$ cat src/rtl/rtsnoc_traffic_gen.sv
`default_nettype none
// rtsnoc_traffic_gen: sends numbered request flits to an echo node on the RTSNoC mesh
// and scores each response as a match, a mismatch or a timeout.
module rtsnoc_traffic_gen #(
  parameter int         SOC_SIZE_X     = 1,
  parameter int         SOC_SIZE_Y     = 1,
  parameter int         NOC_DATA_WIDTH = 16,
  parameter int         LOCAL_X        = 0,
  parameter int         LOCAL_Y        = 0,
  parameter logic [2:0] LOCAL_H        = 3'd1,
  parameter int         DEST_X         = 0,
  parameter int         DEST_Y         = 0,
  parameter logic [2:0] DEST_H         = 3'd0,
  parameter int         TIMEOUT_CYCLES = 1024
) (
  input  logic        clk_i,
  input  logic        rst_i,
  input  logic        start_i,
  input  logic [11:0] count_i,
  input  logic [15:0] seed_i,
  output logic [37:0] din_o,
  output logic        wr_o,
  input  logic        wait_i,
  input  logic [37:0] dout_i,
  input  logic        nd_i,
  output logic        rd_o,
  output logic        busy_o,
  output logic        done_o,
  output logic        timeout_o,
  output logic [11:0] sent_o,
  output logic [11:0] rcvd_o,
  output logic [11:0] err_o
);

  localparam int ADDR_W = 3 + SOC_SIZE_Y + SOC_SIZE_X;
  localparam logic [ADDR_W-1:0] LOCAL_ADDR =
    {LOCAL_H, SOC_SIZE_Y'(LOCAL_Y), SOC_SIZE_X'(LOCAL_X)};
  localparam logic [ADDR_W-1:0] DEST_ADDR =
    {DEST_H, SOC_SIZE_Y'(DEST_Y), SOC_SIZE_X'(DEST_X)};
  localparam logic [15:0] TMO_LAST = 16'(TIMEOUT_CYCLES - 1);

  localparam logic [1:0] IDLE     = 2'd0;
  localparam logic [1:0] SEND     = 2'd1;
  localparam logic [1:0] WAIT_RSP = 2'd2;
  localparam logic [1:0] DONE     = 2'd3;

  logic [1:0]                state;
  logic [11:0]               count_q;
  logic [11:0]               idx;
  logic [NOC_DATA_WIDTH-1:0] seed_q;
  logic [15:0]               tmo_cnt;
  logic                      rd_q;

  logic [11:0]               idx_next;
  logic [NOC_DATA_WIDTH-1:0] data_exp;
  logic [NOC_DATA_WIDTH-1:0] data_next;
  logic                      rsp_match;
  logic                      expire;
  logic                      start_run;
  logic [1:0]                err_inc;

  function automatic logic [11:0] sat_add(input logic [11:0] a, input logic [1:0] inc);
    logic [12:0] s;
    s = {1'b0, a} + {11'd0, inc};
    return s[12] ? 12'hFFF : s[11:0];
  endfunction

  // Pop at most every other cycle so the router can retire the flit before the next read.
  assign rd_o = rst_i & nd_i & ~rd_q;

  assign wr_o   = (state == SEND);
  assign busy_o = (state == SEND) || (state == WAIT_RSP);
  assign done_o = (state == DONE);

  assign idx_next  = idx + 12'd1;
  assign data_exp  = seed_q + NOC_DATA_WIDTH'(idx);
  assign data_next = seed_q + NOC_DATA_WIDTH'(idx_next);
  assign start_run = (state == IDLE) && start_i;

  // The echo node swaps source and destination, so the response header is reversed.
  assign rsp_match = rd_o && (state == WAIT_RSP) &&
                     (dout_i == {LOCAL_ADDR, DEST_ADDR, idx, data_exp});
  assign expire    = (state == WAIT_RSP) && (tmo_cnt == TMO_LAST);

  // A response landing on the expiry cycle wins over the timeout.
  assign err_inc = {1'b0, rd_o && !rsp_match} + {1'b0, expire && !rsp_match};

  always_ff @(posedge clk_i or negedge rst_i) begin
    if (!rst_i) begin
      state     <= IDLE;
      count_q   <= '0;
      idx       <= '0;
      seed_q    <= '0;
      tmo_cnt   <= '0;
      rd_q      <= 1'b0;
      din_o     <= '0;
      timeout_o <= 1'b0;
      sent_o    <= '0;
      rcvd_o    <= '0;
      err_o     <= '0;
    end else begin
      rd_q  <= rd_o;
      err_o <= sat_add(start_run ? 12'd0 : err_o, err_inc);
      case (state)
        IDLE: begin
          if (start_i) begin
            count_q   <= count_i;
            seed_q    <= seed_i;
            idx       <= '0;
            tmo_cnt   <= '0;
            sent_o    <= '0;
            rcvd_o    <= '0;
            timeout_o <= 1'b0;
            if (count_i != 12'd0) begin
              state <= SEND;
              din_o <= {DEST_ADDR, LOCAL_ADDR, 12'd0, seed_i};
            end else begin
              state <= DONE;
            end
          end
        end
        SEND: begin
          if (!wait_i) begin
            sent_o  <= sat_add(sent_o, 2'd1);
            tmo_cnt <= '0;
            state   <= WAIT_RSP;
          end
        end
        WAIT_RSP: begin
          tmo_cnt <= tmo_cnt + 16'd1;
          if (rsp_match) begin
            rcvd_o <= sat_add(rcvd_o, 2'd1);
          end
          if (rsp_match || expire) begin
            if (!rsp_match) begin
              timeout_o <= 1'b1;
            end
            idx <= idx_next;
            if (idx_next == count_q) begin
              state <= DONE;
            end else begin
              state <= SEND;
              din_o <= {DEST_ADDR, LOCAL_ADDR, idx_next, data_next};
            end
          end
        end
        DONE: begin
          if (!start_i) begin
            state <= IDLE;
          end
        end
        default: state <= IDLE;
      endcase
    end
  end

endmodule
`default_nettype wire

$ cat config.mk
export PLATFORM = sky130hd
export DESIGN_NAME = rtsnoc_traffic_gen
export DESIGN_NICKNAME = d
export VERILOG_FILES = /design/src/rtl/rtsnoc_traffic_gen.sv
export SDC_FILE = /design/constraint.sdc
export NUM_CORES = 1
export LEC_CHECK = 0
export CAP_MARGIN = 10
export CORE_MARGIN = 2
export CORE_UTILIZATION = 58
export CTS_CLUSTER_SIZE = 28
export DETAILED_ROUTE_END_ITERATION = 10
export GPL_TIMING_DRIVEN = 0
export PLACE_DENSITY_LB_ADDON = 0.1
export RECOVER_POWER = 50
export SLEW_MARGIN = 20
export SYNTH_ARGS = -nofsm -noshare
export SYNTH_HDL_FRONTEND = slang
export SYNTH_SLANG_ARGS = --single-unit
$ cat constraint.sdc
create_clock -name clk_i -period 8.2 [get_ports clk_i]
set_clock_uncertainty 0.1 [all_clocks]
set_input_delay 1.64 -clock clk_i [delete_from_list [all_inputs] [get_ports clk_i]]
set_output_delay 1.64 -clock clk_i [all_outputs]
set_load 0.02 [all_outputs]
==> results of run 1 <==
==> where the power goes <==
part           internal [mW]  switching (mW)  total, mW  leakage [nW]
combinational          0.526           0.823       1.35          2.73
sequential             0.752           0.138      0.890          1.65
clock                  0.449           0.290      0.739         0.269
==> layer usage <==
metal / part of all wire [%] / global-route usage, % / vias to the layer above
met4: 3.6 / 13.8 / 0
met5: 0 / 0 / -
met2: 44 / 49.7 / 450
met3: 10 / 7.77 / 81
met1: 42 / 45.7 / 4099
li1: - / - / 3990
==> per-stage QoR <==
step	setup TNS (ns)	hold slack (ns)	instance area [sq um]
after floorplan	0	0.366	8650
after global placement	-84.75	0.350	10300
after detailed placement	0	0.354	10300
after CTS	0	0.367	10900
after global routing	0	0.409	10800
final	0	0.358	10800
==> sequential cells by signal, indices dropped and copies added (netlist names) <==
name and flops:
din_o 29, seed_q 16, tmo_cnt 16, count_q 12, err_o 12, idx 12, rcvd_o 12, sent_o 12
state 2, rd_q 1, timeout_o 1
==> Yosys cell counts, types with 6 or more instances <==
library cell  number  area, sq um
nand2_1          172          646
dfrtp_1          125         3130
nor2_1            63          236
o21ai_0           63          315
nand3_1           52          260
a21oi_1           49          245
xnor2_1           45          394
ha_1              34          425
inv_1             33          124
xor2_1            31          272
clkbuf_1          26         97.6
nor3_1            23          115
buf_2             20          100
and3_1            17          106
a22o_1            14          123
a31oi_1           13         81.3
nand4_1           13         81.3
mux2i_1           11          110
nor4_1            11         68.8
o311ai_0          11         96.3
a211oi_1           9         67.6
and2_1             9         56.3
buf_4              9         67.6
nand2b_1           9         56.3
o211ai_1           8         60.1
a21o_1             7         52.6
or3_1              7         43.8
a221o_1            6         60.1
mux2_2             6         67.6
nor2b_1            6         37.5
o22ai_1            6         37.5
o2bb2ai_1          6         52.6
o31ai_1            6         45.0
==> logic make-up (layout without fill, tap and decap cells) <==
group                      Yosys count  in the layout
and+or+nand+nor                    410            410
AOI/OAI and AO/OA                  252            252
DFF                                125            125
buffers and inverters               91            263
xor gates and xnor gates            78             78
adders and majority gates           37             37
muxes                               22             22
other                                1              9
==> final cells by class <==
class | count | share of cell area (%)
clock buffers | 24 | 4.53
flip-flops and latches | 125 | 28.8
plain buffers | 58 | 2.55
multi-input cells | 808 | 47.2
well taps | 184 | 2.12
clock inverters | 8 | 0.761
inverters | 33 | 1.14
repair buffers | 140 | 12.9
==> worst min path at each step <==
stage	start	to	slack, ns	cells after the start
after floorplan	count_q[0]	count_q[0]	0.37	2
after detailed placement	din_o[30]	din_o[30]	0.35	1
after global placement	din_o[30]	din_o[30]	0.35	1
final	din_o[30]	din_o[30]	0.36	1
after global routing	din_o[30]	din_o[30]	0.41	1
after CTS	din_o[30]	din_o[30]	0.37	1
==> PnR_summary.wiki, run 1 <==
{| class="wikitable"
! Metric !! Value
|-
| Status || finished, violations left
|-
| Violations in the final reports || capacitance limit, slew limit
|-
| Startpoint of the worst register-to-register path || seed_q[0]
|-
| Hold Path Class || flip-flop to flip-flop
|-
| Row Count || 44
|-
| Highest fanout seen on the critical path || 10
|-
| Maximum clock path buffer count || 2
|-
| CTS Root Cell || clkbuf_16
|-
| Hold-fix buffers at CTS || 0
|-
| Area fraction in and, or, nand and nor cells after synthesis || 22.4%
|-
| Commonest non-fill, non-tap cell in the layout || nand2_1
|-
| Adder and majority gate portion of the synthesized area || 5.63%
|-
| Clock-pin slew of the registers on the worst-case setup and hold paths || 0.06 ns
|-
| First-pass DRT Iterations || 5
|-
| Die outline area || 0.0158 sq mm
|-
| Number of slew-limit violations in the final report || 81
|-
| Weighted congestion at the end of routability-driven global placement || 0.983
|-
| Hold violation total from the final report || 0
|-
| MaxCap Viol Count || 1
|-
| Via count of the first global-routing pass || 8252
|-
| Series of cell instances along the critical path || clkdlybuf4s50_1, xor2_1, nand4_1, nor4_1, and4b_1, nand4b_1, a2111o_1, o311ai_0, fa_1, inv_1, ha_1, nand3_1, nor3_1, nand4_1, o21ai_0
|-
| Count of antenna diodes in the layout || 0
|-
| Per-cell via count in the routed design || 6.25
|-
| GRT Resource Usage Total || 32.9%
|-
| Core area || 0.0145 sq mm
|-
| Required @ worst endpoint || 8.39 ns
|-
| Pin count of the biggest net entering global routing || 81
|-
| Vias || 8620
|-
| Die X || 126 um
|-
| Max Freq || 0.173 GHz
|-
| Die height || 126 um
|-
| CP startpoint kind || primary input
|-
| Distinct cell type count after synthesis || 75
|-
| Clock latency reported for the late side of the worst-skew pair || 0.43 ns
|-
| DRC violation total after the first TritonRoute iteration || 741
|-
| Final critical-path setup slack || 2.43 ns
|-
| Type of the setup path with the least slack || primary input to flip-flop
|-
| Terminus of the critical flop-to-flop path || err_o[5]
|-
| Number of cells in the design after placement || 1348
|-
| Clock sink count || 125
|-
| Xor-xnor portion of the synthesized cell area || 8.25%
|-
| Initial Util || 59.3%
|-
| Number of top-level design ports || 150
|-
| Number of standard cells after synthesis || 1016
|-
| CTS buffer count || 17
|-
| Minimum clock period after layout || 5.77 ns
|-
| Flip-flop and latch area || 0.00313 sq mm
|-
| Maximum VDD drop || 0.208 mV
|-
| Fin util || 74.6%
|-
| CP Capture Point || err_o[5]
|-
| Post-route ant nets || 0
|-
| Final WL || 25600 um
|-
| Clock tree from TritonCTS || built
|-
| Dominant combinational cell family by area after synthesis || simple AND/OR/NAND/NOR gates
|-
| PwrDens || 275 mW/mm^2
|-
| Initial antenna violation count || 0
|-
| Post-layout power || 2.98 mW
|-
| Critical path depth || 15
|-
| Maximum cell stage delay along the critical path || 0.76 ns
|-
| Mapped Avg Cell Area || 8.48 sq um
|-
| Largest delay share family, worst path || simple AND/OR/NAND/NOR gates
|-
| Most frequently used flop master after synthesis || dfrtp_1
|-
| Fraction of final layout cells with drive strength greater than 1 || 6.52%
|-
| Wire length of the first global-routing pass || 41700 um
|-
| Setup slack after placement || 2.05 ns
|-
| Tightest Pin Transition || 4.25 ns
|-
| Synthesized-area fraction occupied by ao, oa, aoi and oai cells || 20.0%
|-
| Setup Viol. Count Final || 0
|-
| DP Wirelength || 18900 um
|-
| Number of enable-type register cells in the synthesized netlist || 0
|-
| Final net count || 1291
|-
| Post-cts sizing count || 0
|-
| Critical path buffer and inverter count || 2
|-
| Layout fillers || 1132
|-
| Final worst-path cycle share || 70.4%
|-
| Unrepaired setup endpoints after global routing || no
|-
| Cell type with the highest occurrence count on the critical path || nand4_1
|-
| Final standard cell count with taps included and fillers excluded || 1380
|-
| Level count of the clock H-tree || 4
|-
| Area added between synthesis and finish || 25.9%
|-
| Slowest cell on the critical path || o311ai_0
|-
| Reg2reg setup slack || 2.74 ns
|-
| Kind of end point of the critical path || flip-flop
|-
| Warning count from the yosys run || 0
|-
| Count of unresolved DRC violations after routing || 0
|-
| Static leakage || 4.65 nW
|-
| IO Port Bufs || 139
|-
| Cell area after synthesis || 0.00862 sq mm
|-
| Worst slew margin relative to its limit || -183%
|-
| Beginning of the critical path || dout_i[0]
|-
| Final routed wire length divided by cell count || 18.6 um
|-
| Portion of netlist area occupied by mux cells || 2.72%
|-
| Area of the multi-input gates || 0.00512 sq mm
|-
| Overall overflow remaining after global route || 0
|-
| Post-CTS Setup Bufs || 0
|-
| Sequential fraction of the synthesis area || 36.3%
|-
| Signal arrival time at the worst endpoint || 5.96 ns
|-
| Register-to-Register Path Depth || 18
|-
| Share of synthesized flip-flops with an asynchronous set or reset || 100%
|-
| Flops & latches, synth || 125
|-
| Commonest non-fill, non-tap cells in the layout || nand2_1 (172), dfrtp_1 (125), clkdlybuf4s50_1 (123)
|}
(Power assumes the default switching activity.)
==> run 2: changes to the inputs <==
--- a/config.mk
+++ b/config.mk
@@ -7,7 +7,7 @@
 export LEC_CHECK = 0
 export CAP_MARGIN = 10
 export CORE_MARGIN = 2
-export CORE_UTILIZATION = 58
+export CORE_UTILIZATION = 54
 export CTS_CLUSTER_SIZE = 28
 export DETAILED_ROUTE_END_ITERATION = 10
 export GPL_TIMING_DRIVEN = 0
==> constraint.sdc (replaced) <==
create_clock -name clk_i -period 5.9 [get_ports clk_i]
set_clock_uncertainty 0.1 [all_clocks]
set_input_delay 1.18 -clock clk_i [delete_from_list [all_inputs] [get_ports clk_i]]
set_output_delay 1.18 -clock clk_i [all_outputs]
set_load 0.02 [all_outputs]
==> PnR_summary.wiki, run 2 (synthesis results as in run 1) <==
{| class="wikitable"
! Metric !! Value
|-
| Count of unresolved DRC violations after routing || 0
|-
| Proportion of power drawn by flip-flops and latches || 29.4%
|-
| Layout fillers || 1290
|-
| Post-CTS Setup Bufs || 0
|-
| CTS Root Cell || clkbuf_16
|-
| CTS buffer count || 17
|-
| Required @ worst endpoint || 6.13 ns
|-
| Critical path buffer and inverter count || 2
|-
| IO Port Bufs || 139
|-
| Commonest non-fill, non-tap cells in the layout || nand2_1 (172), dfrtp_1 (125), clkdlybuf4s50_1 (123)
|-
| Clock latency reported for the late side of the worst-skew pair || 0.42 ns
|-
| Type of the setup path with the least slack || flip-flop to flip-flop
|-
| Overall overflow remaining after global route || 0
|-
| Clock tree from TritonCTS || built
|-
| Fraction of power spent switching nets || 41.4%
|-
| Worst slew margin relative to its limit || 38.6%
|-
| Tightest Pin Transition || 0.897 ns
|-
| Post-route ant nets || 0
|-
| Area added between synthesis and finish || 27.2%
|-
| Series of cell instances along the critical path || ha_1, fa_1, a211oi_1, o21ai_0, o211ai_1, mux2i_1, a2111oi_0, and4_1, buf_2, nand3_1, nand2_1, fa_1, inv_1, ha_1, nand3_1, nor3_1, nand4_1, o21ai_0
|-
| Via count of the first global-routing pass || 7932
|-
| Maximum VDD drop || 0.286 mV
|-
| Wire length of the first global-routing pass || 41100 um
|-
| Final critical-path setup slack || 0.509 ns
|-
| GRT Resource Usage Total || 31.3%
|-
| Vias || 8500
|-
| Maximum cell stage delay along the critical path || 0.51 ns
|-
| Number of top-level design ports || 150
|-
| Initial Util || 54.8%
|-
| Per-cell via count in the routed design || 6.02
|-
| Kind of end point of the critical path || flip-flop
|-
| Die outline area || 0.0170 sq mm
|-
| Commonest non-fill, non-tap cell in the layout || nand2_1
|-
| Startpoint of the worst register-to-register path || seed_q[0]
|-
| Fraction of power consumed by combinational cells || 44.6%
|-
| Hold_ws || 0.389 ns
|-
| PwrDens || 384 mW/mm^2
|-
| Row Count || 46
|-
| Initial antenna violation count || 0
|-
| Setup slack after placement || 0.210 ns
|-
| Signal arrival time at the worst endpoint || 5.62 ns
|-
| Slowest cell on the critical path || a211oi_1
|-
| Clock sink count || 125
|-
| Final standard cell count with taps included and fillers excluded || 1412
|-
| Final net count || 1291
|-
| Status || complete, no violations
|-
| DRC violation total after the first TritonRoute iteration || 752
|-
| Final WL || 25900 um
|-
| Min-Delay Startpoint || din_o[30]
|-
| Die height || 130 um
|-
| Final routed wire length divided by cell count || 18.3 um
|-
| Largest delay share family, worst path || simple AND/OR/NAND/NOR gates
|-
| Clock-pin slew of the registers on the worst-case setup and hold paths || 0.06 ns
|-
| Number of slew-limit violations in the final report || 0
|-
| Largest registers || din_o x29, seed_q x16, tmo_cnt x16
|-
| Fraction of final layout cells with drive strength greater than 1 || 6.86%
|-
| Pin count of the biggest net entering global routing || 93
|-
| Count of antenna diodes in the layout || 0
|-
| Post-cts sizing count || 0
|-
| Die X || 130 um
|-
| Level count of the clock H-tree || 4
|-
| Net switching component of the power || 1.74 mW
|-
| Max FFs per register || 29
|-
| Int Power || 2.46 mW
|-
| First-pass DRT Iterations || 5
|-
| DP Wirelength || 19100 um
|-
| MaxCap Viol Count || 0
|-
| Unrepaired setup endpoints after global routing || no
|-
| CP startpoint kind || flip-flop
|-
| Maximum clock path buffer count || 2
|-
| Max Freq || 0.186 GHz
|-
| Static leakage || 4.69 nW
|-
| Core area || 0.0157 sq mm
|-
| Beginning of the critical path || seed_q[0]
|-
| Weighted congestion at the end of routability-driven global placement || 0.944
|-
| Largest Register || din_o
|-
| Highest fanout seen on the critical path || 10
|-
| Setup Viol. Count Final || 0
|-
| Minimum clock period after layout || 5.39 ns
|-
| Hold violation total from the final report || 0
|-
| Final worst-path cycle share || 91.4%
|-
| Hold-fix buffers at CTS || 0
|-
| Hold Path Class || flip-flop to flip-flop
|-
| Number of cells in the design after placement || 1380
|-
| Clock power share || 26.0%
|-
| Fin Setup TNS || 0 ns
|}
run 2: cell types whose count changed in the layout (fill, tap and decap cells not counted), moves of 2 or more:
cell       before  now
clkbuf_1       30   26
bufinv_16       1    3
clkbuf_8        4    2
clkinv_2        1    3
run 2: path summary, 6_finish.rpt:
| kind | endpoint | slack (ns) | depth (start not counted) |
|---|---|---|---|
| max reg2reg | err_o[5] | 0.51 | 18 |
| min reg2reg | din_o[30] | 0.39 | 1 |
| min | din_o[30] | 0.39 | 1 |
| min in group asynchronous | sent_o[4] | 0.51 | 1 |
| max in group asynchronous | idx[11] | 4.43 | 2 |
| max | err_o[5] | 0.51 | 18 |
run 2: area by class of cell:
cell class | instances | area (sq um) | area share, %
Buffer | 58 | 277 | 2.52
Clock inverter | 13 | 163 | 1.48
Tap cell | 216 | 270 | 2.47
Sequential cell | 125 | 3130 | 28.5
Clock buffer | 19 | 453 | 4.13
Timing Repair Buffer | 140 | 1420 | 13.0
Multi-Input combinational cell | 808 | 5120 | 46.7
Inverter | 33 | 124 | 1.13
run 2: through the flow:
step	instance area [sq um]	power (mW)	util (%)
5_1_grt	11000	4.44	69.7
3_3_place_gp	10300	3.06	65.6
4_1_cts	11000	4.20	69.7
3_5_place_dp	10300	3.09	65.8
6_report	11000	4.20	69.7
2_1_floorplan	8650	2.43	-
run 2: power groups by stage:
stage	Combinational, mW	Sequential (mW)	Clock (mW)
final	1.87	1.24	1.09
after global routing	2.05	1.26	1.13
after CTS	1.87	1.23	1.10
after detailed placement	1.85	1.24	0
after global placement	1.82	1.24	0
after floorplan	1.14	1.29	0
run 2: layer usage:
| metal | vias to the layer above | GRT usage [%] | wire length, um |
|---|---|---|---|
| met2 | 407 | 46.4 | 11400 |
| met5 | - | 0 | 0 |
| met4 | 0 | 10.9 | 594 |
| met1 | 4042 | 45.8 | 11500 |
| met3 | 55 | 6.40 | 2350 |
| li1 | 3996 | - | - |
==> run 3: changes to the inputs <==
--- a/config.mk
+++ b/config.mk
@@ -8,7 +8,7 @@
 export CAP_MARGIN = 10
 export CORE_MARGIN = 2
 export CORE_UTILIZATION = 54
-export CTS_CLUSTER_SIZE = 28
+export CTS_CLUSTER_SIZE = 20
 export DETAILED_ROUTE_END_ITERATION = 10
 export GPL_TIMING_DRIVEN = 0
 export PLACE_DENSITY_LB_ADDON = 0.1
==> results of run 3 <==
Final layout, timing and power as in run 2 (identical DEF).
